===== config.mk =====
export PLATFORM = sky130hd
export DESIGN_NAME = fetcher_pingpong
export DESIGN_NICKNAME = d
export VERILOG_FILES = /design/src/rtl/fetcher_pingpong.sv
export SDC_FILE = /design/constraint.sdc
export NUM_CORES = 2
export LEC_CHECK = 0
export CORE_ASPECT_RATIO = 0.7
export CORE_MARGIN = 3
export CORE_UTILIZATION = 67
export DETAILED_ROUTE_END_ITERATION = 16
export MAX_ROUTING_LAYER = met4
export PLACE_DENSITY = 0.85
export REMOVE_ABC_BUFFERS = 1
export SETUP_SLACK_MARGIN = 0.1
export SLEW_MARGIN = 20
export SYNTH_ARGS = -nofsm -noshare
export SYNTH_HDL_FRONTEND = slang
export SYNTH_SLANG_ARGS = --single-unit
export TNS_END_PERCENT = 20

===== constraint.sdc =====
create_clock -name clk -period 13.43 [get_ports clk]
set_clock_uncertainty 0.15 [all_clocks]
set_input_delay 1.343 -clock clk [delete_from_list [all_inputs] [get_ports clk]]
set_output_delay 1.343 -clock clk [all_outputs]
set_load 0.05 [all_outputs]

===== src/rtl/fetcher_pingpong.sv =====
// Ping-pong operand tile buffer: the bus fills one LEN x LEN bank while
// the other streams one row or column per cycle into the skew stage.
module fetcher_pingpong #(
  parameter int LEN = 8,
  parameter int DW  = 16,
  parameter int AW  = (LEN > 1) ? $clog2(LEN) : 1
) (
  input  logic              clk,
  input  logic              rst_n,
  input  logic              cs,
  input  logic              wvalid,
  output logic              wready,
  input  logic [AW-1:0]     waddr,
  input  logic [LEN*DW-1:0] wdata,
  input  logic              feed,
  input  logic              transpose,
  output logic [LEN*DW-1:0] data_out,
  output logic              data_valid,
  output logic [1:0]        bank_full
);

  typedef enum logic {S_IDLE, S_FEED} state_t;

  localparam logic [AW-1:0]  BLAST  = AW'(LEN - 1);
  localparam logic [AW:0]    LENW   = (AW + 1)'(LEN);
  localparam logic [LEN-1:0] BM_ALL = '1;

  state_t              r_state;
  state_t              w_next;
  logic [AW-1:0]       r_beat;
  logic                r_tmode;
  logic                r_rbank;
  logic                r_wbank;
  logic                r_pending;
  logic [1:0]          r_full;
  logic [LEN-1:0]      r_bm [2];
  logic [DW-1:0]       r_mem [2][LEN][LEN];
  logic [LEN*DW-1:0]   r_dout;
  logic                r_dvalid;

  logic                w_start;
  logic                w_last;
  logic                w_wr;
  logic                w_addr_ok;
  logic [LEN-1:0]      w_set;
  logic [LEN-1:0]      w_bm_new;
  logic [LEN*DW-1:0]   w_vec;

  assign wready     = ~r_full[r_wbank];
  assign data_out   = r_dout;
  assign data_valid = r_dvalid;
  assign bank_full  = r_full;

  // Out-of-range rows still complete the handshake but store nothing.
  assign w_addr_ok = ({1'b0, waddr} < LENW);
  assign w_wr      = cs & wvalid & wready & w_addr_ok;
  assign w_set     = LEN'(1) << waddr;
  assign w_bm_new  = r_bm[r_wbank] | w_set;

  always_comb begin
    w_next  = r_state;
    w_start = 1'b0;
    w_last  = 1'b0;
    unique case (r_state)
      S_IDLE: begin
        if ((r_pending | feed) & r_full[r_rbank]) begin
          w_next  = S_FEED;
          w_start = 1'b1;
        end
      end
      S_FEED: begin
        if (r_beat == BLAST) begin
          w_last = 1'b1;
          if (r_pending & r_full[~r_rbank]) begin
            w_start = 1'b1;
          end else begin
            w_next = S_IDLE;
          end
        end
      end
      default: w_next = S_IDLE;
    endcase
  end

  always_comb begin
    w_vec = '0;
    for (int j = 0; j < LEN; j++) begin
      w_vec[j*DW +: DW] = r_tmode ? r_mem[r_rbank][j][r_beat]
                                  : r_mem[r_rbank][r_beat][j];
    end
  end

  always_ff @(posedge clk) begin
    if (w_wr) begin
      for (int j = 0; j < LEN; j++) begin
        r_mem[r_wbank][waddr][j] <= wdata[j*DW +: DW];
      end
    end
  end

  always_ff @(posedge clk) begin
    if (!rst_n) begin
      r_state   <= S_IDLE;
      r_beat    <= '0;
      r_tmode   <= 1'b0;
      r_rbank   <= 1'b0;
      r_wbank   <= 1'b0;
      r_pending <= 1'b0;
      r_full    <= '0;
      r_bm[0]   <= '0;
      r_bm[1]   <= '0;
      r_dout    <= '0;
      r_dvalid  <= 1'b0;
    end else begin
      r_state  <= w_next;
      r_dvalid <= (r_state == S_FEED);
      if (r_state == S_FEED) r_dout <= w_vec;

      if (w_start)   r_pending <= 1'b0;
      else if (feed) r_pending <= 1'b1;

      if (w_start) r_tmode <= transpose;

      if (w_start | w_last)       r_beat <= '0;
      else if (r_state == S_FEED) r_beat <= r_beat + 1'b1;

      // The bank being drained is full, so no write can target it here.
      if (w_last) begin
        r_full[r_rbank] <= 1'b0;
        r_bm[r_rbank]   <= '0;
        r_rbank         <= ~r_rbank;
      end

      if (w_wr) begin
        r_bm[r_wbank] <= w_bm_new;
        if (w_bm_new == BM_ALL) begin
          r_full[r_wbank] <= 1'b1;
          r_wbank         <= ~r_wbank;
        end
      end
    end
  end

endmodule


==> run summary <==
### Outcome
• completed — run status

### STA
• 0 — max-slew violation count
• 5.52 ns — minimum clock period
• no — setup repair after global routing missed its margin
• 0 ns — setup TNS
• 0 — Setup violations, final
• 0 — Hold Fails Final Rpt
• 181 MHz — Fmax achieved
• 1.22 ns — transition time of the tightest slew-check pin
• 0.366 ns — Post-Route Hold Slack
• 18.6% — Slew Limit Headroom
• 41.1% — fin crit share
• 7.91 ns — least setup slack across all paths after layout

### Setup path
• 9 — cell depth of the worst flop-to-flop path
• 53 — worst-path fanout max
• 7.96 ns — Reg2Reg Setup Slack
• flip-flop — capturing element type of the critical path
• r_wbank — origin of the critical flop-to-flop path
• input pin to flip-flop — Worst Path Class, Setup
• 13.76 ns — data required time at the worst endpoint
• r_mem[0][589] — worst setup path endpoint
• input pin — Critical Path Start Type
• r_mem[0][589] — critical register-to-register path endpoint
• 5.85 ns — data arrival time of the critical path
• waddr[2] — worst setup path start

### Pwr
• 124 mW/mm² — pwr dens
• 0.160 mV — Peak supply drop
• 36.2 nW — static leakage

### Detailed routing
• 9 — number of iterations in the first detailed-routing pass
• 328000 µm — final wirelength
• 75800 — via count
• 15800 — Starting DRT DRC Count
• 7.29 — Via density
• 0 — # DRC
• 0 — Routed Antenna Nets
• 31.5 µm — average wire length per cell after detail routing

### Floorplan
• 333 µm — y dimension of the die
• 67.7% — starting utilization of the core area
• 0.151 mm² — Std-Cell Core Area
• 269 — number of ports placed on the die boundary
• 119 — Placement Rows
• 0.157 mm² — die footprint
• 473 µm — Die Width

### Global route
• 155 — maximum number of pins on one net before global-route repair
• 26 — antenna violations before repair
• 0 — sum of overflow across all layers after global routing
• 73500 — via count of the first global-routing pass
• 42.1% — Total Routing Usage GR
• 473000 µm — global-route wire length before repair

### CTS
• 0 — setup repair bufs after CTS
• 0 — # resized after CTS
• 0 — CTS Hold Bufs
• 0.89 ns — clock latency on the worst-skew pair
• 0.06 ns — post-CTS clock slew at the launch and capture registers of the worst setup and hold paths
• done — TritonCTS clock tree
• 4 — htree depth
• 2205 — clock sinks
• clkbuf_16 — CTS root buffer
• 195 — CTS Buf Count
• 3 — maximum count of clock buffers along a single path

### Synthesis
• edfxtp_1 — main flop type after synthesis
• edfxtp_1, nand2_1, mux2i_1, mux4_2, dfxtp_1 — top cells by area, synth
• 71 — synth unique cells
• edfxtp_1 — biggest area consumer among synthesized cells
• nand2_1, edfxtp_1, mux2i_1 — top cells by instance count after synthesis
• 0% — asr flop ratio synth
• nand2_1 — top-count cell post-synth
• 8300 — number of standard cells after synthesis
• 0.102 mm² — Synth Cell Area
• 2205 — flip-flop and latch count after synthesis
• 63.5% — sequential-to-total area share from yosys stat
• 12.3 µm² — Post-Syn Area per Cell
• 2064 — Post-synth EDFFs
• 60.7% — post-synth top area share
• 0 — Yosys Warn Count

### Placed design
• 7.13 ns — Post-Place Worst Slack
• 9997 — total instance count after detailed placement
• 268 — input/output buffers
• 192000 µm — final HPWL from detailed placement
• 0.951 — final weighted congestion in routability-driven placement

### Cells and area
• 9.56% — post-synthesis to final-layout area growth
• 74.2% — final standard cell utilization of the core
• 10.2% — fraction of layout instances using a drive strength above 1
• 8339 — Post-layout nets
• 9140 — count of fill cells added during filler insertion
• 0.0648 mm² — area of all sequential standard cells
• 10400 — Post-Layout Cell Count
• 0.0341 mm² — multi-input logic area

### Flow run
• 0 — # Max-Cap Violations

### Worst hold path
• flip-flop to flip-flop — class of the most critical hold timing path
• 2 — Hold Path Depth

## placed cells by master (no fill, tap or decap), types with 135 or more instances in the layout
cell	synthesis	layout
nor2_1	231	217
mux2i_1	746	746
clkbuf_16	0	203
nand2_1	2319	2312
mux2_2	193	193
edfxtp_1	2064	2064
clkdlybuf4s50_1	0	266
dfxtp_1	141	135
o211ai_1	137	137
a21oi_1	407	407
o21ai_0	370	370
mux4_2	160	160
## how the worst min path moves through the flow
stage,startpoint,to
2_1_floorplan,r_pending,r_pending
3_3_place_gp,data_out[68],data_out[68]
3_5_place_dp,data_out[26],data_out[26]
4_1_cts,data_out[26],data_out[26]
5_1_grt,data_out[26],data_out[26]
6_report,data_out[26],data_out[26]
## where the power goes
group / internal [mW] / leakage (nW) / switching [mW]
sequential: 7.56 / 19.8 / 0.0112
clock: 3.23 / 3.22 / 2.57
combinational: 0.108 / 13.2 / 0.356
## cell type report
| class | instances | area share (%) |
|---|---|---|
| clock buffers | 263 | 4.94 |
| well taps | 1996 | 2.23 |
| inverters | 6 | 0.0391 |
| flip-flops and latches | 2205 | 57.9 |
| clock inverters | 103 | 0.894 |
| diodes | 34 | 0.0761 |
| multi-input cells | 5385 | 30.5 |
| repair buffers | 407 | 3.41 |
## flip-flops by register name (all words and copies together) (netlist names), named ones only
| name | count |
|---|---|
| data_valid | 1 |
| r_bm | 16 |
| r_tmode | 1 |
| data_out | 128 |
| bank_full | 2 |
| r_wbank | 1 |
| r_rbank | 1 |
| r_pending | 1 |
| r_beat | 3 |
| r_mem | 2048 |
| r_state | 1 |
## critical path, stage by stage
cell and delay, ns:
clkdlybuf4s50_1 0.84, nor2_1 0.54, nand3_2 0.13, buf_4 0.37, nor2_4 0.79, buf_4 0.85
buf_4 0.76
## per-layer routing
metal | vias to the layer above | GRT usage, % | wire [µm]
li1 | 30500 | - | -
met1 | 35900 | 53.9 | 107000
met2 | 7839 | 58.8 | 141000
met3 | 1559 | 15.8 | 60400
met4 | 0 | 21.6 | 19600
met5 | - | - | 0
## metrics by stage
| step | power, mW | area, µm² |
|---|---|---|
| floorplan | 7.93 | 98700 |
| global placement | 8.13 | 105000 |
| detailed placement | 8.16 | 105000 |
| CTS | 13.8 | 112000 |
| global route | 14.1 | 112000 |
| finish | 13.8 | 112000 |
## cell families (layout without fill, tap and decap cells)
logic type                 count (synthesis)  after routing  share of synthesized area (%)
adders and majority gates                  2              2                         0.0245
other                                      0             34                              0
AOI/OAI and AO/OA                       1465           1465                           9.24
DFF                                     2205           2205                           63.5
muxes                                   1099           1099                           13.0
xor gates and xnor gates                   2              2                         0.0172
buffers and inverters                    710            779                           3.41
and+or+nand+nor                         2817           2817                           10.9
(Power assumes the default switching activity.)
